--- config.mk ---
export PLATFORM = sky130hd
export DESIGN_NAME = oven_timer_ctrl
export DESIGN_NICKNAME = d
export VERILOG_FILES = /design/src/rtl/oven_timer_ctrl_pkg.sv /design/src/rtl/oven_timer_ctrl_tick_gen.sv /design/src/rtl/oven_timer_ctrl.sv
export SDC_FILE = /design/constraint.sdc
export NUM_CORES = 1
export LEC_CHECK = 0
export ABC_AREA = 0
export CAP_MARGIN = 30
export CORE_MARGIN = 2
export CORE_UTILIZATION = 57
export DETAILED_ROUTE_END_ITERATION = 6
export DONT_BUFFER_PORTS = 1
export PLACE_DENSITY = 0.82
export SETUP_SLACK_MARGIN = 0.5
export SYNTH_ARGS = -nofsm -noshare
export SYNTH_HDL_FRONTEND = slang
export SYNTH_SLANG_ARGS = --single-unit
--- constraint.sdc ---
create_clock -name clk -period 2.5 [get_ports clk]
set_clock_uncertainty 0.05 [all_clocks]
set_input_delay 0.375 -clock clk [delete_from_list [all_inputs] [get_ports clk]]
set_output_delay 0.375 -clock clk [all_outputs]
set_load 0.005 [all_outputs]
--- src/rtl/oven_timer_ctrl_pkg.sv ---
// Shared state encoding for the oven countdown sequencer.
package oven_timer_ctrl_pkg;

    typedef enum logic [2:0] {
        IDLE  = 3'd0,
        READY = 3'd1,
        RUN   = 3'd2,
        PAUSE = 3'd3,
        DONE  = 3'd4
    } state_t;

endpackage

--- src/rtl/oven_timer_ctrl_tick_gen.sv ---
// Mod-DIV counter with enable and synchronous clear; tick marks the last count.
module tick_gen #(
    parameter int unsigned DIV = 4
) (
    input  logic clk,
    input  logic rst,
    input  logic clear,
    input  logic count,
    output logic tick
);

    localparam int unsigned CW = (DIV > 1) ? $clog2(DIV) : 1;

    logic [CW-1:0] cnt;

    assign tick = (cnt == CW'(DIV - 1));

    always_ff @(posedge clk or negedge rst) begin
        if (!rst) begin
            cnt <= '0;
        end else if (clear) begin
            cnt <= '0;
        end else if (count) begin
            cnt <= tick ? '0 : cnt + CW'(1);
        end
    end

endmodule

--- src/rtl/oven_timer_ctrl.sv ---
// Microwave timer sequencer: preset load, per-second countdown, heat gating,
// pause/resume on door, cancel, and a timed completion beep.
module oven_timer_ctrl
    import oven_timer_ctrl_pkg::*;
#(
    parameter int unsigned TW       = 4,
    parameter int unsigned TICK_DIV = 4,
    parameter int unsigned BEEP_LEN = 2
) (
    input  logic          clk,
    input  logic          rst,
    input  logic [TW-1:0] tin,
    input  logic          load,
    input  logic          start,
    input  logic          stop,
    input  logic          door,
    output logic [TW-1:0] remain,
    output logic          heat,
    output logic          beep,
    output logic [2:0]    state
);

    localparam int unsigned BEEP_CYC = BEEP_LEN * TICK_DIV;
    localparam int unsigned BW       = (BEEP_CYC > 1) ? $clog2(BEEP_CYC) : 1;

    state_t        cur, nxt;
    logic [TW-1:0] remain_q, remain_d;
    logic [BW-1:0] bcnt_q, bcnt_d;
    logic          tick, pre_clear, pre_count;

    // Prescaler only advances in an uninterrupted RUN cycle, so a door
    // opening on a tick cycle freezes it at the terminal count.
    tick_gen #(
        .DIV(TICK_DIV)
    ) u_prescaler (
        .clk  (clk),
        .rst  (rst),
        .clear(pre_clear),
        .count(pre_count),
        .tick (tick)
    );

    always_comb begin
        nxt       = cur;
        remain_d  = remain_q;
        bcnt_d    = bcnt_q;
        pre_clear = 1'b0;
        pre_count = 1'b0;
        case (cur)
            IDLE: begin
                if (stop) begin
                    remain_d = '0;
                end else if (load && !start) begin
                    remain_d = tin;
                    if (tin != '0) nxt = READY;
                end
            end
            READY: begin
                if (stop) begin
                    nxt      = IDLE;
                    remain_d = '0;
                end else if (start && !door) begin
                    nxt       = RUN;
                    pre_clear = 1'b1;
                end else if (load && !start) begin
                    remain_d = tin;
                    if (tin == '0) nxt = IDLE;
                end
            end
            RUN: begin
                if (stop) begin
                    nxt      = IDLE;
                    remain_d = '0;
                end else if (door) begin
                    nxt = PAUSE;
                end else begin
                    pre_count = 1'b1;
                    if (tick) begin
                        // Last second goes straight to DONE so remain never wraps.
                        if (remain_q <= TW'(1)) begin
                            nxt      = DONE;
                            remain_d = '0;
                            bcnt_d   = '0;
                        end else begin
                            remain_d = remain_q - TW'(1);
                        end
                    end
                end
            end
            PAUSE: begin
                if (stop) begin
                    nxt      = IDLE;
                    remain_d = '0;
                end else if (start && !door) begin
                    nxt = RUN;
                end
            end
            DONE: begin
                if (stop) begin
                    nxt = IDLE;
                end else if (bcnt_q == BW'(BEEP_CYC - 1)) begin
                    nxt = IDLE;
                end else begin
                    bcnt_d = bcnt_q + BW'(1);
                end
            end
            default: begin
                nxt      = IDLE;
                remain_d = '0;
            end
        endcase
    end

    always_ff @(posedge clk or negedge rst) begin
        if (!rst) begin
            cur      <= IDLE;
            remain_q <= '0;
            bcnt_q   <= '0;
            heat     <= 1'b0;
            beep     <= 1'b0;
        end else begin
            cur      <= nxt;
            remain_q <= remain_d;
            bcnt_q   <= bcnt_d;
            heat     <= (nxt == RUN);
            beep     <= (nxt == DONE);
        end
    end

    assign remain = remain_q;
    assign state  = cur;

endmodule

==> summary.md <==
| Metric | Value |
|---|---|
| Run status | completed |
| Layout cell share with drive strength beyond 1 | 0.0941 |
| Yosys top cell by area | dfrtp_1 |
| Postcts setup bufs | 0 |
| CTS Buf Count | 3 |
| Full die area | 0.00184 mm2 |
| Total standard cell area after synthesis | 862 um2 |
| Wire length of the first global-routing pass | 2.46 mm |
| Arrival time at the worst endpoint | 1.81 ns |
| Total power density per cell area | 513 mW/mm2 |
| Maximum fanout encountered on the critical timing path | 5 |
| Inserted Diodes | 0 |
| Net count reported at finish | 102 |
| Remaining DRCs | 0 |
| Hold_buf cts | 1 |
| Hold violation total from the final report | 0 |
| Via count normalized by instance count | 6.37 |
| Largest cells by area after synthesis | dfrtp_1, ha_1, nor2_1 |
| Worst Hold Class | in2reg |
| Count of synthesis-stage warnings from yosys | 0 |
| Mapped Nets | 99 |
| Skew-Pair Late Insertion Delay | 0.28 ns |
| Post-synth EDFFs | 0 |
| Leakage power summed over all cells | 0.401 nW |
| Max-cap check violation count | 0 |
| Number of buffers on the longest clock path | 2 |
| Type of origin of the critical path | flop |
| Met3 demand-to-capacity share in global routing | 0.0553 |
| Transition time at the pin with the least slew margin | 0.624 ns |
| CTS H-Tree Depth | 1 |
| Count of antenna-violating nets left after detailed routing | 0 |
| Crit. End Element | flop |
| Avg Inst Size Synth | 10.3 um2 |
| Cell types with the highest counts after synthesis | dfrtp_1, nor2_1, ha_1, inv_1 |
| Clock tree from TritonCTS | done |
| Clock Sinks | 14 |
| Number of port buffers | 0 |
| Register-to-Register Setup Slack | 0.81 ns |
| Area grow syn2layout | 3.63% |
| GRT Overall Usage | 0.179 |
| GPL Wtd Cong | 0.819 |
| Die span in x | 42.9 um |
| Filler Cells Inserted | 122 |
| Total core area | 0.00145 mm2 |
| Shortest period the worst path allows | 1.69 ns |
| Depth of the worst register-to-register path | 6 |
| Proportion of netlist area held by the largest area contributor | 0.406 |
| Gr ovfl total | 0 |
| Iteration count of the initial detailed-routing pass | 4 |
| Largest net degree at the start of global routing | 15 |
| Worst flop-to-flop path endpoint | bcnt_q[0] |
| Final standard cell utilization of the core | 0.614 |
| Worst Setup Path Type | reg2reg |
| CTS clock-pin slew for the worst setup and hold paths | 0.08 ns |
| Power Total | 458 uW |
| Async set-or-reset flop fraction in the synthesized netlist | 1.00 |
| Global-route layer with the greatest usage | met2 |
| Antenna violations before repair | 0 |
| Via count of the first global-routing pass | 597 |
| Final WS setup | 0.811 ns |
| Detailed placement HPWL | 1.19 mm |
| Final worst path period share | 0.676 |
| Starting DRT DRC Count | 11 |
| Peak clock frequency supported by timing | 592 MHz |
| Final slew viol count | 0 |
| Worst hold path cell count | 2 |
| Sequential fraction of the synthesis area | 0.406 |
| Worst Path Required | 2.62 ns |
| Post-Synthesis Cells | 84 |
| Worst rel slew slack | 0.582 |
| Crit path to | bcnt_q[0] |
| Most used standard cell by instance count after synthesis | dfrtp_1 |
| Initial standard-cell utilization of the core | 0.593 |
| Yosys reg bits | 14 |
| Final sum of negative setup slack | 0 ns |
| Library cells used by synthesis | 34 |
| Vertical die dimension | 42.9 um |
| Root buffer selected by CTS | clkbuf_4 |
| Number of top-level pins | 19 |
| Drt total wl | 1.54 mm |
| Beginning of the worst register-to-register path | remain[0] |
| Pre-CTS setup slack | 0.834 ns |
| Via Count | 643 |
| Launch point of the worst path | remain[0] |
| IR Drop Worst-Case VDD | 0.323 mV |
| Predominant post-synthesis flop cell | dfrtp_1 |
| GRT met2 Usage | 0.276 |
| Quantity of gates resized following cts | 0 |
| Row Count | 14 |
| Total of endpoints with negative setup slack in the final report | 0 |
| RSZ-0062 raised after global routing | false |
| Routing usage on met1 | 0.226 |
| Wire per inst | 15.2 um |
## through the flow
| step | hold slack [ns] | instance area [um2] | std cells |
|---|---|---|---|
| finish | 0.221 | 893 | 101 |
| global route | 0.231 | 893 | 101 |
| CTS | 0.223 | 893 | 101 |
| detailed placement | 0.0297 | 861 | 97 |
| global placement | 0.0297 | 861 | 97 |
| floorplan | 0.0294 | 862 | 84 |
## cell families after synthesis
group	after synthesis	synth area share
compound gates	21	0.197
flops	14	0.406
buf+inv	8	0.0464
xor+xnor	1	0.0102
mux	3	0.0363
fa+ha+maj	5	0.0726
simple gates	32	0.231
## power by group
group          total, mW  internal (mW)  switching [mW]  leakage (nW)
Combinational     0.0732         0.0348          0.0384         0.199
Clock              0.124         0.0558          0.0682        0.0138
Sequential         0.261          0.242          0.0195         0.188
## cell type report
class	count	area, um2	share of cell area
Inverter	5	18.8	0.0210
Clock buffer	3	22.5	0.0252
Multi-Input combinational cell	62	472	0.528
Sequential cell	14	350	0.392
Tap cell	16	20.0	0.0224
Timing Repair Buffer	1	10.0	0.0112
## per-layer routing
layer / wire length, um / up-vias
met4: 41 / 0
met5: 0 / -
li1: - / 310
met1: 696 / 304
met3: 97 / 6
met2: 701 / 23
## cells in the final DEF (no fill, tap or decap), drive strengths merged, types with 2 or more instances in the layout
cell type,n
dfrtp,14
nor2,10
inv,5
ha,5
o21ai,5
nand2b,4
nor4,4
nand2,4
o211ai,3
clkbuf,3
or2,2
nor2b,2
a21oi,2
nor3b,2
mux2i,2
a22o,2
nor4bb,2
o32ai,2
## state kept, by name (all words and copies together), names as in the netlist
register / flops
remain: 4
bcnt_q: 3
state: 3
u_prescaler.cnt: 2
beep: 1
heat: 1
## critical path: stages, from the launching register on
cell	delay [ns]
dfrtp_1	0.44
inv_1	0.10
ha_1	0.19
nor2_1	0.09
nor4_1	0.24
o21ai_1	0.19
mux2_2	0.30
## worst min path at each step
stage               start                  to
finish               door  u_prescaler.cnt[0]
global route         door            state[0]
CTS                  door  u_prescaler.cnt[0]
detailed placement    rst            state[1]
global placement      rst            state[1]
floorplan             rst           bcnt_q[0]
(Power assumes the default switching activity.)
